<file path="src/rtl/dmem_pkg.sv">
// dmem_pkg: shared state encoding, default geometry and request record for the data-memory arbiter.
package dmem_pkg;

  localparam int DMEM_DATA_W  = 64;
  localparam int DMEM_ADDR_W  = 64;
  localparam int DMEM_MEMSIZE = 64;

  typedef enum logic [1:0] {
    IDLE   = 2'd0,
    ACCESS = 2'd1,
    RESP   = 2'd2
  } state_t;

  typedef struct packed {
    logic                   write;
    logic [DMEM_ADDR_W-1:0] addr;
    logic [DMEM_DATA_W-1:0] wdata;
  } req_t;

endpackage

</file>
<file path="src/rtl/dmem_arbiter_rr_arb2.sv">
// rr_arb2: two-input round-robin grant, combinational while en is high; zero latency.
// On a tie the port that did not win last time is granted; last_grant resets to port 1.
module rr_arb2 (
  input  logic       clk,
  input  logic       rst,
  input  logic       en,
  input  logic [1:0] req,
  output logic [1:0] gnt
);

  logic last_grant;

  always_comb begin
    gnt = 2'b00;
    if (en) begin
      if (req == 2'b11) gnt = last_grant ? 2'b01 : 2'b10;
      else              gnt = req;
    end
  end

  always_ff @(posedge clk) begin
    if (!rst)        last_grant <= 1'b1;
    else if (|gnt)   last_grant <= gnt[1];
  end

endmodule

</file>
<file path="src/rtl/dmem_arbiter.sv">
// dmem_arbiter: round-robin two-port front end to the data memory; accept T, access T+1, response T+2.
// Ready only in IDLE, no response backpressure. DMEM_ARB_PERF_EN adds saturating perf counters.
module dmem_arbiter
  import dmem_pkg::*;
#(
  parameter int DATA_W  = DMEM_DATA_W,
  parameter int ADDR_W  = DMEM_ADDR_W,
  parameter int MEMSIZE = DMEM_MEMSIZE
) (
  input  logic              clk,
  input  logic              rst,
  input  logic              p0_req_valid,
  output logic              p0_req_ready,
  input  logic              p0_req_write,
  input  logic [ADDR_W-1:0] p0_req_addr,
  input  logic [DATA_W-1:0] p0_req_wdata,
  output logic              p0_rsp_valid,
  output logic [DATA_W-1:0] p0_rsp_rdata,
  output logic              p0_rsp_err,
  input  logic              p1_req_valid,
  output logic              p1_req_ready,
  input  logic              p1_req_write,
  input  logic [ADDR_W-1:0] p1_req_addr,
  input  logic [DATA_W-1:0] p1_req_wdata,
  output logic              p1_rsp_valid,
  output logic [DATA_W-1:0] p1_rsp_rdata,
  output logic              p1_rsp_err,
  output logic [ADDR_W-1:0] mem_addr,
  output logic [DATA_W-1:0] mem_wdata,
  output logic              mem_write,
  output logic              mem_read,
  input  logic [DATA_W-1:0] mem_rdata
`ifdef DMEM_ARB_PERF_EN
  ,
  output logic [31:0]       perf_grant0,
  output logic [31:0]       perf_grant1,
  output logic [31:0]       perf_conflict,
  output logic [31:0]       perf_err
`endif
);

  localparam logic [ADDR_W-1:0] LIMIT = ADDR_W'(MEMSIZE);

  state_t     state;
  logic [1:0] gnt;
  logic       owner_q;
  logic       err_q;
  logic       mem_wr_q;
  logic       mem_rd_q;
  req_t       sel;
  logic       sel_err;

  rr_arb2 u_arb (
    .clk (clk),
    .rst (rst),
    .en  ((state == IDLE) && rst),
    .req ({p1_req_valid, p0_req_valid}),
    .gnt (gnt)
  );

  assign p0_req_ready = gnt[0];
  assign p1_req_ready = gnt[1];

  always_comb begin
    if (gnt[1]) begin
      sel.write = p1_req_write;
      sel.addr  = p1_req_addr;
      sel.wdata = p1_req_wdata;
    end else begin
      sel.write = p0_req_write;
      sel.addr  = p0_req_addr;
      sel.wdata = p0_req_wdata;
    end
    sel_err = (sel.addr >= LIMIT);
  end

  // Strobes are also gated by rst so a reset landing in ACCESS cannot commit a store.
  assign mem_write = mem_wr_q & rst;
  assign mem_read  = mem_rd_q & rst;

  always_ff @(posedge clk) begin
    if (!rst) begin
      state        <= IDLE;
      owner_q      <= 1'b0;
      err_q        <= 1'b0;
      mem_wr_q     <= 1'b0;
      mem_rd_q     <= 1'b0;
      mem_addr     <= '0;
      mem_wdata    <= '0;
      p0_rsp_valid <= 1'b0;
      p0_rsp_rdata <= '0;
      p0_rsp_err   <= 1'b0;
      p1_rsp_valid <= 1'b0;
      p1_rsp_rdata <= '0;
      p1_rsp_err   <= 1'b0;
    end else begin
      case (state)
        IDLE: begin
          if (|gnt) begin
            owner_q   <= gnt[1];
            err_q     <= sel_err;
            mem_addr  <= sel.addr;
            mem_wdata <= sel.wdata;
            mem_wr_q  <= sel.write & ~sel_err;
            mem_rd_q  <= ~sel.write & ~sel_err;
            state     <= ACCESS;
          end
        end
        ACCESS: begin
          mem_wr_q     <= 1'b0;
          mem_rd_q     <= 1'b0;
          mem_addr     <= '0;
          mem_wdata    <= '0;
          // Load data is captured straight into the owner's response register.
          p0_rsp_valid <= ~owner_q;
          p0_rsp_err   <= ~owner_q & err_q;
          p0_rsp_rdata <= (~owner_q & mem_rd_q) ? mem_rdata : '0;
          p1_rsp_valid <= owner_q;
          p1_rsp_err   <= owner_q & err_q;
          p1_rsp_rdata <= (owner_q & mem_rd_q) ? mem_rdata : '0;
          state        <= RESP;
        end
        RESP: begin
          p0_rsp_valid <= 1'b0;
          p0_rsp_rdata <= '0;
          p0_rsp_err   <= 1'b0;
          p1_rsp_valid <= 1'b0;
          p1_rsp_rdata <= '0;
          p1_rsp_err   <= 1'b0;
          state        <= IDLE;
        end
        default: state <= IDLE;
      endcase
    end
  end

`ifdef DMEM_ARB_PERF_EN
  always_ff @(posedge clk) begin
    if (!rst) begin
      perf_grant0   <= '0;
      perf_grant1   <= '0;
      perf_conflict <= '0;
      perf_err      <= '0;
    end else begin
      if (gnt[0] && perf_grant0 != 32'hFFFF_FFFF) perf_grant0 <= perf_grant0 + 32'd1;
      if (gnt[1] && perf_grant1 != 32'hFFFF_FFFF) perf_grant1 <= perf_grant1 + 32'd1;
      if (state == IDLE && p0_req_valid && p1_req_valid && perf_conflict != 32'hFFFF_FFFF)
        perf_conflict <= perf_conflict + 32'd1;
      if ((|gnt) && sel_err && perf_err != 32'hFFFF_FFFF) perf_err <= perf_err + 32'd1;
    end
  end
`endif

endmodule

</file>
<file path="config.mk">
export PLATFORM = sky130hd
export DESIGN_NAME = dmem_arbiter
export DESIGN_NICKNAME = d
export VERILOG_FILES = /design/src/rtl/dmem_pkg.sv /design/src/rtl/dmem_arbiter_rr_arb2.sv /design/src/rtl/dmem_arbiter.sv
export SDC_FILE = /design/constraint.sdc
export NUM_CORES = 1
export LEC_CHECK = 0
export ABC_CLOCK_PERIOD_IN_PS = 2200
export BUFFER_PORTS_ARGS = -buffer_cell sky130_fd_sc_hd__buf_2
export CORE_AREA = 2 2 232 234
export DETAILED_ROUTE_END_ITERATION = 8
export DIE_AREA = 0 0 234 236
export REMOVE_ABC_BUFFERS = 1
export SLEW_MARGIN = 15
export SYNTH_ARGS = -nofsm -noshare
export SYNTH_HDL_FRONTEND = slang
export SYNTH_SLANG_ARGS = --single-unit
</file>
<file path="constraint.sdc">
create_clock -name clk -period 2.2 [get_ports clk]
set_input_delay 0.33 -clock clk [delete_from_list [all_inputs] [get_ports clk]]
set_output_delay 0.33 -clock clk [all_outputs]
set_load 0.01 [all_outputs]
</file>
**Yosys cells after proc, flatten, opt, wreduce, memory -nomap -nowiden**

Index checks and enable logic that the tools add are counted.

- Flip-flop bits (word level): 267

- Order comparisons: 1
- Equality and inequality tests: 4
- Multiplexer cells: 22
- Bitwise operators: 11
- Reduce and logical (&&, ||, !) cells: 7

Operator list:

| cell | count |
|---|---|
| $pmux W64 S2 | 4 |
| $mux W64 | 4 |
| $mux W129 | 1 |
| $ge A64 B7 Y1 const B | 1 |
| $pmux W1 S2 | 6 |
| $and A1 B1 Y1 | 8 |
| $mux W2 | 4 |
| $eq A2 B2 Y1 const B | 2 |
| $pmux W2 S2 | 1 |
| $reduce_and A2 Y1 | 2 |
| $reduce_bool A2 Y1 | 2 |
| $not A1 Y1 | 3 |
| $eq A2 B1 Y1 const B | 1 |
| $logic_not A2 Y1 | 1 |
| $mux W1 | 2 |
| $ne A2 B1 Y1 const B | 1 |
| $reduce_or A2 Y1 | 1 |
| $logic_and A1 B1 Y1 | 1 |

**Longest topological paths before layout**

Gate-level depths: netlist of run 1.

- Depth in word-level cells: 9
- Mapped depth: 9

**Hierarchy**

From an unflattened synthesis of run 1, not the netlist that was laid out.

- Cell total of the unflattened synthesis: 1311
- Area, all modules: 11418.5 µm²

By module, submodules not included:

| module | instances | cells an instance | area each (µm²) |
|---|---|---|---|
| dmem_arbiter | 1 | 1303 | 11362.1 |
| rr_arb2 | 1 | 8 | 56.3 |

**Worst setup path after synthesis of run 1**

No wires, ideal clock.

- Path kind: register to register
- From: register state[0]
- To: register mem_addr[0]
- Library setup time: 115 ps
- Data arrival time: 1763 ps
- Path slack: 322 ps
- Stages on the path, launching flop included: 10
- Cell sequence: dfxtp_1 inv_1 ha_1 buf_4 nand4_2 buf_2 buf_2 mux2i_1 o21ai_1 and2_1

- Longest elaborated chain between the ends: 6
- Elaborated cells on any way between the ends: 11
- Those cells by class: eq/ne: 2; mux: 4; reduce/logical: 5

Ends and longest elaborated chain:

| element | line | text |
|---|---|---|
| from (decl) | dmem_arbiter.sv:44 | `state_t state;` |
| from (signal assigned) | dmem_arbiter.sv:83 | `state <= IDLE;` |
| from (signal assigned) | dmem_arbiter.sv:106 | `state <= ACCESS;` |
| from (signal assigned) | dmem_arbiter.sv:121 | `state <= RESP;` |
| $logic_not A2 Y1 | dmem_arbiter.sv:56, dmem_arbiter.sv:97 |  |
| $logic_and A1 B1 Y1 | dmem_arbiter.sv:56 | `.en ((state == IDLE) && rst),` |
| $mux W2 | dmem_arbiter_rr_arb2.sv:15 | `if (en) begin` |
| $mux W129 / $reduce_or A2 Y1 (equally long branches) | dmem_arbiter.sv:65, dmem_arbiter.sv:99 |  |
| $mux W64 / $ne A2 B1 Y1 (equally long branches) | n/a |  |
| $pmux W64 S2 / $reduce_and A2 Y1 (equally long branches) | n/a |  |
| to (signal assigned) | dmem_arbiter.sv:102 | `mem_addr <= sel.addr;` |
| to (decl) | dmem_arbiter.sv:28 | `output logic [ADDR_W-1:0] mem_addr,` |

Several ways; a longest one is shown, not always the timed one. The select of a mux whose other input is x is not followed.
A chain may end at the register's enable or synchronous reset.

**Final worst setup path of run 1**

- From: register state[0]
- To: output p0_req_ready

- Longest elaborated chain between the ends: 3

Ends and longest elaborated chain:

| element | line | text |
|---|---|---|
| $logic_not A2 Y1 | dmem_arbiter.sv:56 |  |
| $logic_and A1 B1 Y1 | dmem_arbiter.sv:56 |  |
| $mux W2 | dmem_arbiter_rr_arb2.sv:15 |  |
| to (decl) | dmem_arbiter.sv:13 | `output logic p0_req_ready,` |

Every way passes these cells.

==> summary.txt, run 1 <==
Status
  • Outcome: finished, final reports clean

Hold path
  • Hold WC Path Type: in -> reg
  • WHS Path Cells: 3
  • HP Start: mem_rdata[11]
  • End of the worst hold path: p1_rsp_rdata[11]$_SDFFE_PN0P_

Route
  • Drt initial violations: 551
  • Via density: 4.41
  • Via count: 11800
  • Number of remaining DRC errors: 0
  • Wire per inst: 17.5 um
  • ANT nets after route: 0
  • Final WL: 46700 um
  • First-pass detailed-route iteration total: 5

STA
  • Fmax: 0.477 GHz
  • Final Setup Violations: 0
  • Hold Vio Cnt, Final: 0
  • Tightest Pin Transition: 0.577 ns
  • Worst slew margin: 61.1%
  • Slew Limit Fails: 0
  • Period utilization: 95.3%
  • RSZ-0062 raised after global routing: false
  • Clock Skews: 0.00716 ns
  • Post-route minimum period: 2.10 ns

Clock network
  • TritonCTS buffer count: 30
  • Clk slew on worst S/H paths: 0.06 ns
  • Worst-case clock buffer depth: 3
  • Root buffer cell: clkbuf_16
  • CTS tree: yes
  • Clock latency at the later pin of the worst-skew pair: 0.56 ns
  • H-tree Lvls: 1
  • Clk sink count: 267
  • # Post-CTS Setup Buffers: 0
  • Cts hold-fix bufs: 0

Synthesis
  • Post-synth top area share: 45.1%
  • Number of enable flip-flop cells after synthesis: 0
  • Yosys top cell by area: dfxtp_1
  • Synth top area cells: dfxtp_1 (45%), nor2b_1 (14%), mux2i_1 (11%), and2_1 (6.8%), a21oi_1 (5.5%)
  • Synth Area per Inst: 8.67 um2
  • Sequential fraction of the synthesis area: 45.1%
  • Ys flop type: dfxtp_1
  • Gate Count Post-Synth: 1368
  • Ys async rst share: 0%
  • Yosys warning total: 0
  • Post-Syn Area: 11900 um2
  • Post-synth cell types: 32
  • Register bit total from synthesis: 267

Worst setup path
  • Reg2reg path depth: 9
  • WS Path Type: reg -> out
  • Crit end category: output pin
  • Startpoint Class: register
  • Worst r2r dst: mem_addr[24]$_SDFFE_PN0P_
  • Internal reg-to-reg setup slack: 0.21 ns
  • Critical Path AT: 1.77 ns
  • Worst reg2reg path startpoint: state[1]$_SDFFE_PN0P_
  • CP max FO: 11
  • Req. time, crit path: 1.87 ns

Place
  • Post-DP Area: 15900 um2
  • Hpwl dp: 36500 um
  • I/O Buffers: 589
  • RePlAce Congestion: 0.987
  • DP Cell Count: 2601

Power
  • Pwr per Cell Area: 730 nW/um2
  • Leakage: 8.21 nW
  • Worst IR drop on VDD: 0.556 mV
  • Power Total: 12.4 mW

Final layout
  • Final Core Density: 31.9%
  • Fill count: 5622
  • Layout Nets: 2267
  • Layout cells sized above 1: 35.6%
  • Final Instance Area: 16900 um2
  • Area of the multi-input gates: 6120 um2
  • Non-filler cells, final: 2663
  • Area growth syn-to-layout: 42.7%
  • Register area: 5350 um2

Floorplan
  • Initial Utilization: 22.3%
  • Die width: 234 um
  • Site Rows: 85
  • Die area: 55200 um2
  • I/O pin count: 590
  • Core area: 53100 um2
  • Chip height: 236 um

Global route
  • GR Overflow Total: 0
  • Total GRT Usage: 15.8%
  • Initial antenna violation count: 18
  • First-pass GRT wire length: 67800 um
  • Pin count of the biggest net entering global routing: 149
  • Vias in the first global route: 11600

Run
  • Max-Cap Viols: 0
## critical path: stages, from the launching register on
cell	delay, ns
dfxtp_1	0.33
inv_2	0.10
ha_4	0.16
buf_4	0.19
nand3_1	0.11
a21oi_2	0.15
buf_2	0.17
## Yosys cell counts, types with 5 or more instances
master    instances
buf_1             8
dfxtp_1         267
mux2i_1         129
a21boi_1          5
o21ai_1         130
nor2b_1         262
clkbuf_1         57
a21oi_1         130
nor2_1            6
nand2_1         137
buf_2            35
and2_1          129
nand3_1          10
nor4_1           28
## state kept, by name (all words and copies together) (netlist names), 2 cells and up
| register | flops |
|---|---|
| mem_wdata | 64 |
| p0_rsp_rdata | 64 |
| mem_addr | 64 |
| state | 2 |
| p1_rsp_rdata | 64 |
## cells in the final DEF (no fill, tap or decap), drive strengths merged, types with 2 or more instances in the layout
master and n:
nand3 10, nand2b 3, clkbuf 42, nor3 4, mux2i 129, a21oi 130
nor4 28, ha 4, a21boi 5, and3 2, diode 9, nand4 5
dfxtp 267, clkinv 7, nand2 137, bufinv 3, nor3b 2, nor2 6
inv 5, buf 639, o31ai 2, o21ai 130, nor2b 262, and2 129
## through the flow
step           worst slack (ns)  hold WS [ns]  setup TNS (ns)
6_report                  0.104        0.0367               0
5_1_grt                 0.00287        0.0181               0
4_1_cts                 0.00762      0.000483               0
3_5_place_dp              0.144         0.455               0
3_3_place_gp              0.166         0.446               0
2_1_floorplan             -3.82         0.410         -789.77
## per-layer routing
metal | track usage [%] | part of all wire [%]
met4 | 6.44 | 3.9
met3 | 4.93 | 9.4
met5 | 0 | 0.079
met1 | 18.4 | 40
met2 | 26.8 | 47
## worst max path at each step
stage                               start                  to  cells after the start
floorplan           state[0]$_SDFFE_PN0P_  err_q$_SDFFE_PN0P_                      6
global placement          p1_req_addr[17]  err_q$_SDFFE_PN0P_                      6
detailed placement        p1_req_addr[17]  err_q$_SDFFE_PN0P_                      6
CTS                 state[0]$_SDFFE_PN0P_        p0_req_ready                      6
global route        state[1]$_SDFFE_PN0P_        p0_req_ready                      6
finish              state[0]$_SDFFE_PN0P_        p0_req_ready                      6
## layout make-up
class	count	area share (%)
diodes	9	0.133
clock buffers	42	5.18
clock inverters	11	0.791
inverters	4	0.103
multi-input cells	995	36.2
flip-flops and latches	267	31.6
well taps	696	5.14
repair buffers	639	20.9
## report_power, final
group	internal [mW]	total (mW)	switching, mW
clock	3.11	5.15	2.04
sequential	5.02	5.12	0.102
combinational	0.881	2.09	1.21
## cells by family (layout without fill, tap and decap cells)
| group | after synthesis | in the layout | share of synthesized area [%] |
|---|---|---|---|
| fa+ha+maj | 4 | 4 | 0.422 |
| other cells | 0 | 9 | 0 |
| buf+inv | 106 | 696 | 3.79 |
| simple gates | 589 | 589 | 28.0 |
| flops | 267 | 267 | 45.1 |
| mux | 130 | 130 | 11.0 |
| compound gates | 272 | 272 | 11.8 |
## what timing repair did
item / 4_1_cts / 5_1_grt
gates resized for setup: 2 / 2
endpoints found under the setup margin: 2 / 1
gates cloned: 0 / 0
(Power assumes the default switching activity.)
==> inputs of run 2 (changes only) <==
--- a/config.mk
+++ b/config.mk
@@ -10,7 +10,7 @@
 export CORE_AREA = 2 2 232 234
 export DETAILED_ROUTE_END_ITERATION = 8
 export DIE_AREA = 0 0 234 236
-export REMOVE_ABC_BUFFERS = 1
+export MAX_ROUTING_LAYER = met4
 export SLEW_MARGIN = 15
 export SYNTH_ARGS = -nofsm -noshare
 export SYNTH_HDL_FRONTEND = slang
==> run 2 against run 1 <==
  * Total power is 0.79% higher
  * Setup slack better by 0.012 ns
  * Register-to-register slack worse by 0.03 ns
  * Sequential share of layout area is 0.63 points lower
  * Routed wire length is 6.1% lower
  * Hold slack better by 0.0051 ns
  * Maximum frequency is 0.58% higher
  * Non-clock buffer count is 36 higher
==> summary.txt, run 2 (synthesized netlist as in run 1, its figures left out) <==
Clock network
  • Clk sink count: 267 (unchanged)
  • TritonCTS buffer count: 30 (unchanged)
  • Root buffer cell: clkbuf_16
  • Clk slew on worst S/H paths: 0.06 ns (about the same)
  • H-tree Lvls: 1 (unchanged)
  • Worst-case clock buffer depth: 3 (unchanged)
  • Clock latency at the later pin of the worst-skew pair: 0.57 ns (about the same)
  • CTS tree: yes

Route
  • ANT nets after route: 0 (unchanged)
  • Wire per inst: 16.3 um (-7.3%)
  • Uppermost layer routed: met4
  • Via density: 4.35 (-1.4%)
  • Drt initial violations: 476 (-14%)
  • Final WL: 43900 um (-6.1%)
  • Met3 wire len: 3080 um (-30%)
  • M1 WL: 19000 um (+1.3%)
  • First-pass detailed-route iteration total: 5 (unchanged)
  • Via count: 11700 (-0.15%)
  • Number of remaining DRC errors: 0 (unchanged)
  • Met2 wire len: 20600 um (-5.2%)

Worst setup path
  • Critical path cell sequence: inv_2 -> ha_4 -> nand4_4 -> inv_8 -> buf_12 -> buf_2
  • Crit path capture: p1_req_ready
  • CP Depth: 6 (unchanged)
  • Buf/Inv on CP: 4 (+1)
  • Crit end category: output pin
  • CP max stage delay: 0.33 ns (about the same)
  • Slowest CP cell: dfxtp_1
  • WS Path Type: reg -> out
  • CP max FO: 17 (+6)
  • Startpoint Class: register
  • Worst setup startpoint: state[1]$_SDFFE_PN0P_
  • Worst r2r dst: mem_wdata[28]$_SDFFE_PN0P_
  • Worst reg2reg path startpoint: state[0]$_SDFFE_PN0P_
  • Delay-heaviest family, CP: buffers and inverters
  • Reg2reg path depth: 8 (-1)
  • Req. time, crit path: 1.87 ns (about the same)
  • Critical Path AT: 1.75 ns (-0.02 ns)
  • Internal reg-to-reg setup slack: 0.18 ns (-0.03 ns)

Power
  • Int Pwr: 9.08 mW (+0.79%)
  • Worst IR drop on VDD: 0.598 mV (+7.5%)
  • Clock power frac: 41.6% (about the same)
  • Net Switching: 3.38 mW (+0.80%)
  • Power Total: 12.5 mW (+0.79%)
  • Leakage: 8.35 nW (+1.7%)
  • Sw frac: 27.1% (about the same)
  • Pwr per Cell Area: 721 nW/um2 (-1.2%)
  • Combinational Power Share: 17.2% (+0.3 points)
  • Sequential Power Share: 41.2% (-0.3 points)

Place
  • RePlAce Congestion: 0.931 (-5.7%)
  • Post-DP Area: 16000 um2 (+0.38%)
  • I/O Buffers: 589 (unchanged)
  • Hpwl dp: 33100 um (-9.2%)
  • Dpl ws: 0.157 ns (+0.0133 ns)
  • DP Cell Count: 2609 (+0.31%)

STA
  • Slew Limit Fails: 0 (unchanged)
  • Fmax: 0.480 GHz (+0.58%)
  • Final Setup Violations: 0 (unchanged)
  • Post-route minimum period: 2.08 ns (-0.0121 ns)
  • Tightest Pin Transition: 1.04 ns (+0.467 ns)
  • Hold Vio Cnt, Final: 0 (unchanged)
  • PnR worst setup slack: 0.116 ns (+0.0121 ns)
  • Hold Slack: 0.0418 ns (+0.00515 ns)
  • Setup TNS: 0 ns (unchanged)
  • Clock Skews: 0.00947 ns (+0.00231 ns)
  • RSZ-0062 raised after global routing: false
  • Worst slew margin: 30.4% (-31 points)
  • Period utilization: 94.7% (-0.55 points)

Floorplan
  • Die width: 234 um (unchanged)
  • Initial Utilization: 22.3% (unchanged)
  • Core area: 53100 um2 (unchanged)
  • Site Rows: 85 (unchanged)
  • Die area: 55200 um2 (unchanged)
  • I/O pin count: 590 (unchanged)
  • Chip height: 236 um (unchanged)

Final layout
  • Layout Nets: 2303 (+1.6%)
  • Layout cells sized above 1: 35.4% (-0.19 points)
  • Commonest non-fill, non-tap cell in the layout: buf_2
  • Area growth syn-to-layout: 45.6%
  • Commonest non-fill, non-tap cells in the layout: buf_2 (588), dfxtp_1 (267), nor2b_1 (262)
  • Fill count: 5526 (-1.7%)
  • Final Core Density: 32.5% (+0.65 points)
  • Final Instance Area: 17300 um2 (+2.0%)
  • Non-filler cells, final: 2698 (+1.3%)

Global route
  • Vias in the first global route: 11600 (+0.52%)
  • GR Overflow Total: 0 (unchanged)
  • Initial antenna violation count: 11 (-7)
  • First-pass GRT wire length: 65000 um (-4.1%)
  • Total GRT Usage: 15.2% (-0.60 points)
  • Pin count of the biggest net entering global routing: 220 (+48%)

Hold path
  • Hold WC Path Type: in -> reg

Synthesis
  • Syn nets: 1698

Status
  • Outcome: finished, final reports clean

Run
  • Max-Cap Viols: 0 (unchanged)
[run 2: cell count changes in the layout (fill, tap and decap cells not counted), sizes merged]
cell | before | now
dlygate4sd3 | 0 | 26
buf | 639 | 649
clkinv | 7 | 3
clkinvlp | 0 | 4
clkbuf | 42 | 43
diode | 9 | 8
inv | 5 | 4
[run 2: power by group through the flow]
| stage | clock, mW | combinational, mW | sequential, mW |
|---|---|---|---|
| after floorplan | 0 | 0.990 | 5.30 |
| after global placement | 0 | 2.08 | 5.23 |
| after detailed placement | 0 | 2.11 | 5.23 |
| after CTS | 5.35 | 2.16 | 5.13 |
| after global routing | 5.50 | 2.33 | 5.15 |
| final | 5.18 | 2.15 | 5.13 |
[run 2: metal layers]
layer  vias up  global-route usage, %
met5         -                      -
met4         0                   4.81
met3        60                   3.72
met2       418                   25.0
met1      5476                   18.3
li1       5780                      -
[run 2: area by class of cell]
cell class,instances,area [um2],share of cell area (%)
Antenna cell,8,20.0,0.116
Clock buffer,43,881,5.10
Clock inverter,10,135,0.782
Inverter,4,22.5,0.130
Multi-Input combinational cell,995,6120,35.4
Sequential cell,267,5350,30.9
Tap cell,696,871,5.04
Timing Repair Buffer,675,3880,22.4
[run 2: worst min-delay path by stage]
stage | from | slack [ns] | end | cells after the start
CTS | mem_rdata[22] | 0.0001 | p0_rsp_rdata[22]$_SDFFE_PN0P_ | 3
floorplan | state[1]$_SDFFE_PN0P_ | 0.46 | state[1]$_SDFFE_PN0P_ | 2
global route | mem_rdata[50] | 0.02 | p0_rsp_rdata[50]$_SDFFE_PN0P_ | 3
global placement | mem_addr[13]$_SDFFE_PN0P_ | 0.45 | mem_addr[13]$_SDFFE_PN0P_ | 2
detailed placement | mem_addr[13]$_SDFFE_PN0P_ | 0.45 | mem_addr[13]$_SDFFE_PN0P_ | 2
finish | mem_rdata[10] | 0.04 | p0_rsp_rdata[10]$_SDFFE_PN0P_ | 3
[run 2: timing repair]
item	in CTS	in global routing
setup endpoints to repair	2	2
endpoints found under the hold margin	38	0
setup buffers	2	0
pin swaps	1	0
resized for setup	4	2
hold buffers	26	0
[run 2: worst reg2reg max path, stage by stage (launching register included)]
cell     delay, ns
dfxtp_1       0.38
inv_2         0.08
ha_4          0.18
nand4_4       0.13
buf_12        0.23
buf_12        0.36
mux2i_1       0.33
o21ai_1       0.08
and2_1        0.15
